## src/rtl/food_spawn_ctrl.sv

```systemverilog
// rtl/food_spawn_ctrl.sv - LFSR food coordinate generate/check/publish sequencer; optional irq under SPAWN_IRQ_EN
module food_spawn_ctrl #(
    parameter logic [9:0] X_MAX     = 10'd640,
    parameter logic [9:0] Y_MAX     = 10'd480,
    parameter logic [7:0] MAX_RETRY = 8'd64
) (
    input  logic        clk,
    input  logic        reset_n,
    input  logic [1:0]  avs_address,
    input  logic        avs_chipselect,
    input  logic        avs_write_n,
    input  logic [31:0] avs_writedata,
    output logic [31:0] avs_readdata,
    input  logic [1:0]  spawn_req,
    output logic [1:0]  spawn_grant,
    output logic        occ_req,
    output logic [9:0]  occ_x,
    output logic [9:0]  occ_y,
    input  logic        occ_ack,
    input  logic        occ_hit,
`ifdef SPAWN_IRQ_EN
    output logic        irq,
`endif
    output logic [19:0] coord_out,
    output logic        coord_valid
);

    localparam logic [1:0]  S_IDLE    = 2'd0;
    localparam logic [1:0]  S_GEN     = 2'd1;
    localparam logic [1:0]  S_CHECK   = 2'd2;
    localparam logic [1:0]  S_PUB     = 2'd3;
    // Right-shifting Galois form of x^20 + x^17 + 1
    localparam logic [19:0] LFSR_TAPS = 20'h90000;

    logic [1:0]  state;
    logic [19:0] lfsr;
    logic [19:0] lfsr_next;
    logic [2:0]  pending;
    logic [2:0]  pick_clr;
    logic [2:0]  pend_clr;
    logic [7:0]  retry;
    logic [7:0]  retry_inc;
    logic [1:0]  winner;
    logic        last_served;
    logic        fail;
    logic        enable;

    logic        wr_en;
    logic        wr_ctrl;
    logic        wr_seed;
    logic        wr_status;
    logic        sw_trigger;
    logic [9:0]  cand_x;
    logic [9:0]  cand_y;
    logic        cand_in_range;
    logic        check_hit;
    logic        check_free;
    logic        reject;
    logic        give_up;
    logic        start;
    logic        irq_en_rd;
    logic        irq_rd;
    logic        unused_wdata;

    assign wr_en      = avs_chipselect & ~avs_write_n;
    assign wr_ctrl    = wr_en && (avs_address == 2'd0);
    assign wr_seed    = wr_en && (avs_address == 2'd1);
    assign wr_status  = wr_en && (avs_address == 2'd3);
    assign sw_trigger = wr_ctrl & avs_writedata[1];
    assign unused_wdata = ^{avs_writedata[31:20], avs_writedata[2]};

    assign cand_x        = lfsr[19:10];
    assign cand_y        = lfsr[9:0];
    assign cand_in_range = (cand_x < X_MAX) && (cand_y < Y_MAX);
    assign lfsr_next     = {1'b0, lfsr[19:1]} ^ (lfsr[0] ? LFSR_TAPS : 20'h00000);

    assign check_hit  = (state == S_CHECK) && occ_ack && occ_hit;
    assign check_free = (state == S_CHECK) && occ_ack && !occ_hit;
    assign reject     = ((state == S_GEN) && !cand_in_range) || check_hit;
    assign retry_inc  = retry + 8'd1;
    assign give_up    = reject && (retry_inc >= MAX_RETRY);
    assign start      = (state == S_IDLE) && enable && (pending != 3'b000);
    assign pend_clr   = start ? pick_clr : 3'b000;

    // Query stays up for the whole CHECK state so reset drops it with the state
    assign occ_req = (state == S_CHECK);

    // Winner selection: software trigger first, then the player not served last
    always_comb begin
        pick_clr = 3'b000;
        if (pending[2]) begin
            pick_clr = 3'b100;
        end else if (pending[1:0] == 2'b11) begin
            pick_clr = last_served ? 3'b001 : 3'b010;
        end else if (pending[0]) begin
            pick_clr = 3'b001;
        end else if (pending[1]) begin
            pick_clr = 3'b010;
        end
    end

    // CTRL enable bit
    always_ff @(posedge clk or negedge reset_n) begin
        if (!reset_n) begin
            enable <= 1'b0;
        end else if (wr_ctrl) begin
            enable <= avs_writedata[0];
        end
    end

    // LFSR: a SEED write wins over the per-GEN-cycle advance
    always_ff @(posedge clk or negedge reset_n) begin
        if (!reset_n) begin
            lfsr <= 20'h00001;
        end else if (wr_seed) begin
            lfsr <= (avs_writedata[19:0] == 20'h00000) ? 20'h00001 : avs_writedata[19:0];
        end else if (state == S_GEN) begin
            lfsr <= lfsr_next;
        end
    end

    // Pending requests accumulate every cycle; the winner's bit is consumed at start
    always_ff @(posedge clk or negedge reset_n) begin
        if (!reset_n) begin
            pending <= 3'b000;
        end else begin
            pending <= (pending & ~pend_clr) | {sw_trigger, spawn_req};
        end
    end

    // Spawn sequencer: generate, occupancy check, publish or give up
    always_ff @(posedge clk or negedge reset_n) begin
        if (!reset_n) begin
            state       <= S_IDLE;
            retry       <= 8'd0;
            winner      <= 2'b00;
            last_served <= 1'b1;
            fail        <= 1'b0;
            occ_x       <= 10'd0;
            occ_y       <= 10'd0;
            coord_out   <= 20'd0;
            coord_valid <= 1'b0;
            spawn_grant <= 2'b00;
        end else begin
            coord_valid <= 1'b0;
            spawn_grant <= 2'b00;
            if (wr_status) begin
                fail <= 1'b0;
            end
            case (state)
                S_IDLE: begin
                    if (start) begin
                        winner <= pick_clr[1:0];
                        if (!pick_clr[2]) begin
                            last_served <= pick_clr[1];
                        end
                        retry <= 8'd0;
                        state <= S_GEN;
                    end
                end
                S_GEN: begin
                    if (give_up) begin
                        fail        <= 1'b1;
                        retry       <= retry_inc;
                        spawn_grant <= winner;
                        state       <= S_IDLE;
                    end else if (!cand_in_range) begin
                        retry <= retry_inc;
                    end else begin
                        occ_x <= cand_x;
                        occ_y <= cand_y;
                        state <= S_CHECK;
                    end
                end
                S_CHECK: begin
                    if (give_up) begin
                        fail        <= 1'b1;
                        retry       <= retry_inc;
                        spawn_grant <= winner;
                        state       <= S_IDLE;
                    end else if (check_hit) begin
                        retry <= retry_inc;
                        state <= S_GEN;
                    end else if (check_free) begin
                        coord_out   <= {occ_x, occ_y};
                        coord_valid <= 1'b1;
                        spawn_grant <= winner;
                        state       <= S_PUB;
                    end
                end
                S_PUB: begin
                    state <= S_IDLE;
                end
                default: begin
                    state <= S_IDLE;
                end
            endcase
        end
    end

`ifdef SPAWN_IRQ_EN
    logic irq_en;
    logic irq_q;

    assign irq       = irq_q;
    assign irq_en_rd = irq_en;
    assign irq_rd    = irq_q;

    // CTRL irq enable bit
    always_ff @(posedge clk or negedge reset_n) begin
        if (!reset_n) begin
            irq_en <= 1'b0;
        end else if (wr_ctrl) begin
            irq_en <= avs_writedata[2];
        end
    end

    // Interrupt latches on publish or failure; a new event beats a STATUS write clear
    always_ff @(posedge clk or negedge reset_n) begin
        if (!reset_n) begin
            irq_q <= 1'b0;
        end else if (irq_en && (check_free || give_up)) begin
            irq_q <= 1'b1;
        end else if (wr_status) begin
            irq_q <= 1'b0;
        end
    end
`else
    assign irq_en_rd = 1'b0;
    assign irq_rd    = 1'b0;
`endif

    // Zero-wait-state register read mux
    always_comb begin
        avs_readdata = 32'd0;
        case (avs_address)
            2'd0: avs_readdata = {29'd0, irq_en_rd, 1'b0, enable};
            2'd1: avs_readdata = {12'd0, lfsr};
            2'd2: avs_readdata = {12'd0, coord_out};
            2'd3: avs_readdata = {16'd0, retry, 3'd0, irq_rd, pending[1:0], fail, (state != S_IDLE)};
            default: avs_readdata = 32'd0;
        endcase
    end

endmodule

```

## config.mk

```make
export PLATFORM = sky130hd
export DESIGN_NAME = food_spawn_ctrl
export DESIGN_NICKNAME = d
export VERILOG_FILES = /design/src/rtl/food_spawn_ctrl.sv
export SDC_FILE = /design/constraint.sdc
export NUM_CORES = 1
export LEC_CHECK = 0
export BUFFER_PORTS_ARGS = -buffer_cell sky130_fd_sc_hd__clkbuf_2
export CORE_MARGIN = 2
export CORE_UTILIZATION = 55
export CTS_CLUSTER_DIAMETER = 50
export DETAILED_ROUTE_END_ITERATION = 16
export PLACE_DENSITY = 0.84
export RECOVER_POWER = 50
export SYNTH_ARGS = -nofsm -noshare
export SYNTH_HDL_FRONTEND = slang
export SYNTH_SLANG_ARGS = --single-unit
```

## constraint.sdc

```tcl
create_clock -name clk -period 4.4 [get_ports clk]
set_input_delay 0.88 -clock clk [delete_from_list [all_inputs] [get_ports clk]]
set_output_delay 0.88 -clock clk [all_outputs]
set_load 0.02 [all_outputs]
```

Word level (Yosys, flattened, before mapping)
Cells that the tools add are included.
- register bits after elaboration: 81
- input port bits: 42
- output and inout bits: 76
- word-level logic and storage cells: 103
- bitwise gates (word level): 10
- muxes and demuxes: 36
- reductions and logical operators: 28
- add/subtract/negate cells: 1
- eq/ne operators: 12
- order comparisons: 3
- operator list (kind ; count):
    $pmux 32 s4 ; 1
    $mux 20 ; 4
    $mux 8 ; 5
    $mux 2 ; 13
    $pmux 8 s3 ; 1
    $logic_not 20->1 ; 1
    $xor 19x20->20 ; 1
    $logic_and 1x1->1 ; 11
    $eq 2x2->1 const B ; 5
    $lt 10x10->1 const B ; 1
    $lt 10x9->1 const B ; 1
    $mux 3 ; 3
    $reduce_and 3->1 ; 3
    $add 8x1->8 const B ; 1
    $ge 8x7->1 const B ; 1
    $pmux 2 s4 ; 1
    $reduce_and 4->1 ; 2
    $mux 1 ; 7
    $ne 3x3->1 const B ; 2
    $reduce_bool 3->1 ; 2
    $eq 2x1->1 const B ; 2
    $logic_not 2->1 ; 2
    $ne 4x1->1 const B ; 1
    $not 1->1 ; 4
    other kinds (12) ; 15

Depth between registers and ports, before layout
Gate-level depths: netlist of run 1.
- depth after elaboration: 8
- gate-level depth with buffers: 10
- mapped depth without buffers: 7

Worst setup path after synthesis of run 1
No wires, ideal clock.
- path type: input-to-output
- start point: input avs_address[0]
- end point: output avs_readdata[10]
- path buffers: 3
- slack: 1371 ps
- data required time: 3520 ps
- arrival time: 2149 ps
- cell stages on the path: 5
- cells stage by stage: clkbuf_1 nor2b_1 clkbuf_1 buf_1 a22o_1
- longest elaborated chain between the ends: 2
- ends and longest elaborated chain (what ; RTL line ; source):
    from (decl) ; 9 ; input logic [1:0] avs_address,
    $eq 2x2->1, or another cell as far along ; 236 ; case (avs_address)
    $pmux 32 s4 (*) ; 236 ;
    to (decl) ; 13 ; output logic [31:0] avs_readdata,
Mark *: on every way between the ends. The rest lies on a longest branch, timed or not. The select of a mux whose other input is x is not followed.

Worst setup path after layout of run 1
- start point: input avs_address[0]
- end point: output avs_readdata[9]
The elaborated chain is that of the path after synthesis.

==> metrics.yaml, run 1 <==
worst_setup_path:
  crit_path_start_kind: "input port"
  cp_max_fo: 17
  cp_data_arrival_time_ns: 2.71
  end_kind: "primary output"
  critical_path_class: "input port to primary output"
  required_ns: 3.52
sta:
  slew_headroom: -0.331
  finalHoldViolCount: 0
  skew_ns: 0.0112
  finalSetupTns_ns: 0
  tightest_slew_ns: 2.00
  min_period_over_period: 0.816
  hold_slack_ns: 0.495
  rsz0062_at_grt: "no"
  fmax_ghz: 0.278
  maxSlewViolCount: 82
  fin_crit_ns: 3.59
  finalSetupViolations: 0
run_status:
  status: "finished with violations"
  failed_checks: "max-capacitance violations, max-slew violations"
detailed_routing:
  num_vias: 3209
  wire_per_inst_microns: 16.8
  first_iter_violations: 232
  ant_nets: 0
  drc: 0
  dr.pass1.iters: 4
  viasPerCell: 5.71
  finalWirelength_mm: 9.42
clock_tree:
  cts_buffer_depth: 2
  cts_setup_buffers: 0
  htreeDepth: 3
  cts_num_sinks: 81
  cts_buffers: 9
  clk_pin_slew_ns: 0.08
  clockRootBuffer: "clkbuf_8"
  cts_tree: "built"
  clock_latency_ns: 0.35
  cts_resized: 0
  cts_hold_buffers: 0
finish:
  layout.nets: 505
  ff_latch_area_sq_mm: 0.00203
  fillers: 600
  num_antenna_cells: 0
  drive_gt1_frac: 0.337
  multi_input_area_sq_mm: 0.00194
  area_growth_pct: 15.3
  final_cells: 562
floorplanning:
  core_sq_mm: 0.00729
  pin_count: 118
  die_y_microns: 90.9
  rows: 31
  dieArea_sq_mm: 0.00827
  initial_core_util: 0.570
  die_x_microns: 90.9
synth:
  netlist_instances: 371
  syn_avg_cell_area_sq_um: 11.2
  synth_edf_count: 0
  async_flop_share: 1.00
  synth_cell_type_count: 54
  synth_top_flop_cell: "dfrtp_1"
  seq_area_frac_synth: 0.488
  ys_warn_count: 0
  synthesis.area_sq_mm: 0.00416
  ys_seq_elements: 81
global_routing:
  grt_pass1_wl_mm: 15.4
  grt_overflow_total: 0
  globalRouteTotalUtil: 0.231
  grt_pass1_vias: 3158
  antenna_found_initial: 0
  grt_max_degree: 82
run:
  maxCapViolations: 1
power:
  p_leak_nw: 2.22
  p_per_area_mw_per_mm2: 726
  vdd_ir_drop_max_mv: 0.435
placement:
  dp_hpwl_mm: 6.51
  place.gp.congestion: 0.816
  dpl.cell_count: 546
  io_buffers: 93
hold_path:
  hold_class: "register to register"
==> registers in the layout, indices dropped and copies added, names as in the netlist <==
| signal | count |
|---|---|
| lfsr | 20 |
| coord_valid | 1 |
| enable | 1 |
| last_served | 1 |
| state | 2 |
| coord_out | 20 |
| winner | 2 |
| pending | 3 |
| occ_x | 10 |
| spawn_grant | 2 |
| fail | 1 |
| occ_y | 10 |
| retry | 8 |
==> Yosys cell counts (3+ instances only) <==
cell type / number / area share
buf_4: 13 / 0.023
mux2i_1: 21 / 0.051
buf_2: 3 / 0.0036
nand2b_1: 3 / 0.0045
o21ai_0: 31 / 0.037
ha_1: 5 / 0.015
mux2_2: 52 / 0.14
o31ai_1: 5 / 0.0090
a21o_1: 3 / 0.0054
clkbuf_1: 9 / 0.0081
buf_1: 5 / 0.0045
nor2b_1: 4 / 0.0060
nor4_1: 6 / 0.0090
nand2_1: 35 / 0.032
dfrtp_1: 79 / 0.48
buf_6: 3 / 0.0081
nor2_1: 13 / 0.012
a21oi_1: 5 / 0.0060
inv_1: 10 / 0.0090
a22o_1: 20 / 0.042
nor3_1: 3 / 0.0036
==> cell families (layout without fill, tap and decap cells) <==
family | after synthesis | after routing | synth area share
AOI/OAI and AO/OA | 83 | 83 | 0.141
xor gates and xnor gates | 1 | 1 | 0.00211
adders and majority gates | 5 | 5 | 0.0150
buffers and inverters | 43 | 124 | 0.0569
DFF | 81 | 81 | 0.488
muxes | 74 | 74 | 0.197
other | 1 | 12 | 0.000902
and+or+nand+nor | 83 | 83 | 0.0996
==> per-stage QoR <==
stage	worst slack [ns]	utilization	power [mW]	area (sq um)
after global routing	0.718	0.657	3.68	4790
after global placement	1.22	0.636	2.90	4640
after CTS	1.20	0.662	3.50	4820
after floorplan	1.37	-	2.51	4200
final	0.807	0.657	3.48	4790
after detailed placement	1.20	0.636	2.97	4640
==> worst max-delay path, cell delays in order <==
cell and delay [ns]:
clkbuf_1 0.66, nor2b_1 0.46, buf_4 0.31, a22o_1 0.22, clkbuf_2 0.18
==> final timing paths <==
| kind | startpoint | end | slack, ns | depth (start not counted) |
|---|---|---|---|---|
| min in group asynchronous | reset_n | coord_out[16] | 1.07 | 1 |
| hold / removal | winner[1] | winner[1] | 0.49 | 2 |
| max in group asynchronous | reset_n | occ_y[9] | 2.14 | 1 |
| setup / recovery | avs_address[0] | avs_readdata[9] | 0.81 | 5 |
| setup reg to reg | state[1] | retry[3] | 1.66 | 9 |
| hold reg to reg | winner[1] | winner[1] | 0.49 | 2 |
==> cell type report <==
type | count | area share
clock inverters | 5 | 0.0117
repair buffers | 98 | 0.0997
multi-input cells | 258 | 0.404
well taps | 99 | 0.0258
flip-flops and latches | 81 | 0.423
clock buffers | 11 | 0.0274
inverters | 10 | 0.00783
==> power by group <==
part | switching (mW) | total [mW] | internal, mW
Clock | 0.270 | 0.532 | 0.262
Combinational | 0.909 | 1.57 | 0.666
Sequential | 0.306 | 1.37 | 1.07
==> cells in the final DEF (no fill, tap or decap), types with 6 or more instances in the layout <==
| cell type | count |
|---|---|
| mux2_2 | 52 |
| nor2_1 | 12 |
| conb_1 | 12 |
| nand2_1 | 35 |
| nor4_1 | 6 |
| clkbuf_1 | 20 |
| inv_1 | 10 |
| a22o_1 | 20 |
| clkbuf_8 | 9 |
| mux2i_1 | 21 |
| o21ai_0 | 31 |
| dfrtp_1 | 79 |
| clkbuf_2 | 76 |
==> layer usage <==
metal	GRT usage	vias up	part of all wire
met1	0.304	1577	0.42
met3	0.0589	13	0.071
met5	0	-	0
met2	0.377	123	0.50
li1	-	1496	-
met4	0.0694	0	0.014
Note: power is estimated with default switching activity, not from simulation.
==> run 2, diff against run 1 <==
Settings changed: CORE_UTILIZATION 55 to 52, PLACE_DENSITY 0.84 to 0.8.
Clock period 4.4 ns to 3.5 ns, I/O delays scaled along.
==> run 2 against run 1 <==
The flow still finishes with violations (max-capacitance violations, max-slew violations). Worst setup slack worse by 0.17 ns. Clock skew is 0.0031 ns lower. Combinational power is 25% higher. Global-route usage is 0.72 points lower. Critical path depth stayed put. Sequential power is 26% higher. Die area is 5.5% higher. Sequential share of layout area is 0.41 points lower. Routed wire length is 0.25% higher. Register-to-register slack worse by 0.58 ns. Clock power is 45% higher. Worst hold slack better by 0.012 ns. Critical endpoint is now avs_readdata[8]. Largest cell class unchanged.
==> metrics.yaml, run 2 (synthesis gave the netlist of run 1 again) <==
run_status:
  status: "finished with violations"
  failed_checks: "max-capacitance violations, max-slew violations"
global_routing:
  globalRouteTotalUtil: 0.223
  use_met2: 0.351
  antenna_found_initial: 0
  top_usage_layer: "met2"
  grt_overflow_total: 0
  met3_usage: 0.0588
  grt_pass1_vias: 3072
  met1_usage: 0.296
  grt_max_degree: 82
  grt_pass1_wl_mm: 15.2
detailed_routing:
  num_vias: 3185
  wire_per_inst_microns: 16.7
  finalWirelength_mm: 9.45
  ant_nets: 0
  drc: 0
  first_iter_violations: 255
  viasPerCell: 5.64
  dr.pass1.iters: 5
worst_setup_path:
  cp_max_fo: 17
  crit_family: "buffers and inverters"
  r2r_cells: 7
  end_kind: "primary output"
  path_buf_inv: 3
  r2r-start: "retry[0]"
  r2r_setup_slack_ns: 1.08
  startpoint: "avs_address[0]"
  worstReg2RegEnd: "occ_x[6]"
  cp_slowest_cell: "clkbuf_1"
  cp_data_arrival_time_ns: 2.16
  required_ns: 2.80
  critical_path.cell_chain: "clkbuf_1, nor2b_1, buf_4, a22o_1, clkbuf_2"
  critical_path_class: "input port to primary output"
  crit_path_start_kind: "input port"
  cp.depth: 5
  worst_path_largest_cell_delay_ns: 0.64
  cp-endpoint: "avs_readdata[8]"
finish:
  final_cell_mix: "dfrtp_1, clkbuf_2, mux2_2, nand2_1, o21ai_0"
  fillers: 629
  drive_gt1_frac: 0.322
  final_common_cell: "dfrtp_1"
  area_growth_pct: 16.4
  reg_top3: "coord_out x20, lfsr x20"
  num_antenna_cells: 0
  final_cells: 565
  layout.nets: 506
floorplanning:
  dieArea_sq_mm: 0.00873
  die_x_microns: 93.4
  core_sq_mm: 0.00773
  initial_core_util: 0.538
  rows: 32
  pin_count: 118
  die_y_microns: 93.4
clock_tree:
  cts_hold_buffers: 0
  clk_pin_slew_ns: 0.08
  cts_resized: 0
  cts_setup_buffers: 0
  clockRootBuffer: "clkbuf_8"
  cts_buffer_depth: 2
  htreeDepth: 3
  cts_buffers: 9
  cts_num_sinks: 81
  clock_latency_ns: 0.35
  cts_tree: "built"
placement:
  io_buffers: 93
  dpl.cell_count: 550
  dp_hpwl_mm: 6.58
  place.gp.congestion: 0.862
sta:
  fin_crit_ns: 2.86
  finalSetupTns_ns: 0
  finalHoldViolCount: 0
  tightest_slew_ns: 1.97
  finalSetupViolations: 0
  slew_headroom: -0.315
  min_period_over_period: 0.818
  rsz0062_at_grt: "no"
  skew_ns: 0.00809
  fmax_ghz: 0.349
  maxSlewViolCount: 82
run:
  maxCapViolations: 1
power:
  p_per_area_mw_per_mm2: 923
  internal_power_mw: 2.60
  p_switching_mw: 1.86
  p_leak_nw: 2.22
  vdd_ir_drop_max_mv: 0.469
  p_comb_frac: 0.440
  p_seq_frac: 0.386
  clockPowerShare: 0.173
  switching_share: 0.416
hold_path:
  hold_path_startpoint: "winner[1]"
  hold_class: "register to register"
-- run 2: cell types whose count changed in the layout (fill, tap and decap cells not counted) --
cell	before	now
clkbuf_1	20	28
clkbuf_2	76	65
bufinv_16	1	2
clkbuf_8	9	11
buf_4	4	6
nor3b_2	0	1
nor3b_1	1	0
clkinv_2	2	0
-- run 2: worst min path at each step --
stage                         endpoint  cells past startpoint
after floorplan           coord_out[0]                      0
after global placement       winner[1]                      2
after detailed placement     winner[1]                      2
after CTS                    winner[1]                      2
after global routing        pending[0]                      2
final                        winner[1]                      2
-- run 2: per-layer routing --
layer / vias up / wire [microns]
met5: - / 0
met4: 0 / 128
met3: 11 / 545
met2: 100 / 4720
met1: 1584 / 4050
li1: 1490 / -
-- run 2: power by group through the flow --
stage               registers (mW)  logic (mW)  clock network, mW
finish                        1.72        1.96              0.774
global route                  1.78        2.13              0.820
CTS                           1.72        2.01              0.788
detailed placement            1.74        2.00                  0
global placement              1.71        1.95                  0
floorplan                     1.89        1.27                  0
-- run 2: layout make-up --
cell class              instances  area [sq um]  area share
flip-flops and latches         81          2030       0.419
multi-input cells             258          1940       0.401
repair buffers                 99           475      0.0983
clock buffers                  11           151      0.0313
well taps                     102           128      0.0264
clock inverters                 4          76.3      0.0158
inverters                      10          37.5     0.00776
-- run 2: worst min-delay path, cell delays in order, from the launching register on --
cell	delay, ns
dfrtp_1	0.36
nand2_1	0.05
o21ai_0	0.07
-- run 2: stage by stage --
| stage | area, sq um | hold slack [ns] | power, mW | worst slack (ns) | util |
|---|---|---|---|---|---|
| 5_1_grt | 4840 | 0.528 | 4.73 | 0.517 | 0.626 |
| 2_1_floorplan | 4200 | 0.404 | 3.15 | 0.831 | - |
| 3_5_place_dp | 4650 | 0.496 | 3.74 | 0.800 | 0.602 |
| 6_report | 4840 | 0.507 | 4.46 | 0.635 | 0.626 |
| 3_3_place_gp | 4650 | 0.467 | 3.66 | 0.803 | 0.602 |
| 4_1_cts | 4880 | 0.515 | 4.52 | 0.790 | 0.631 |
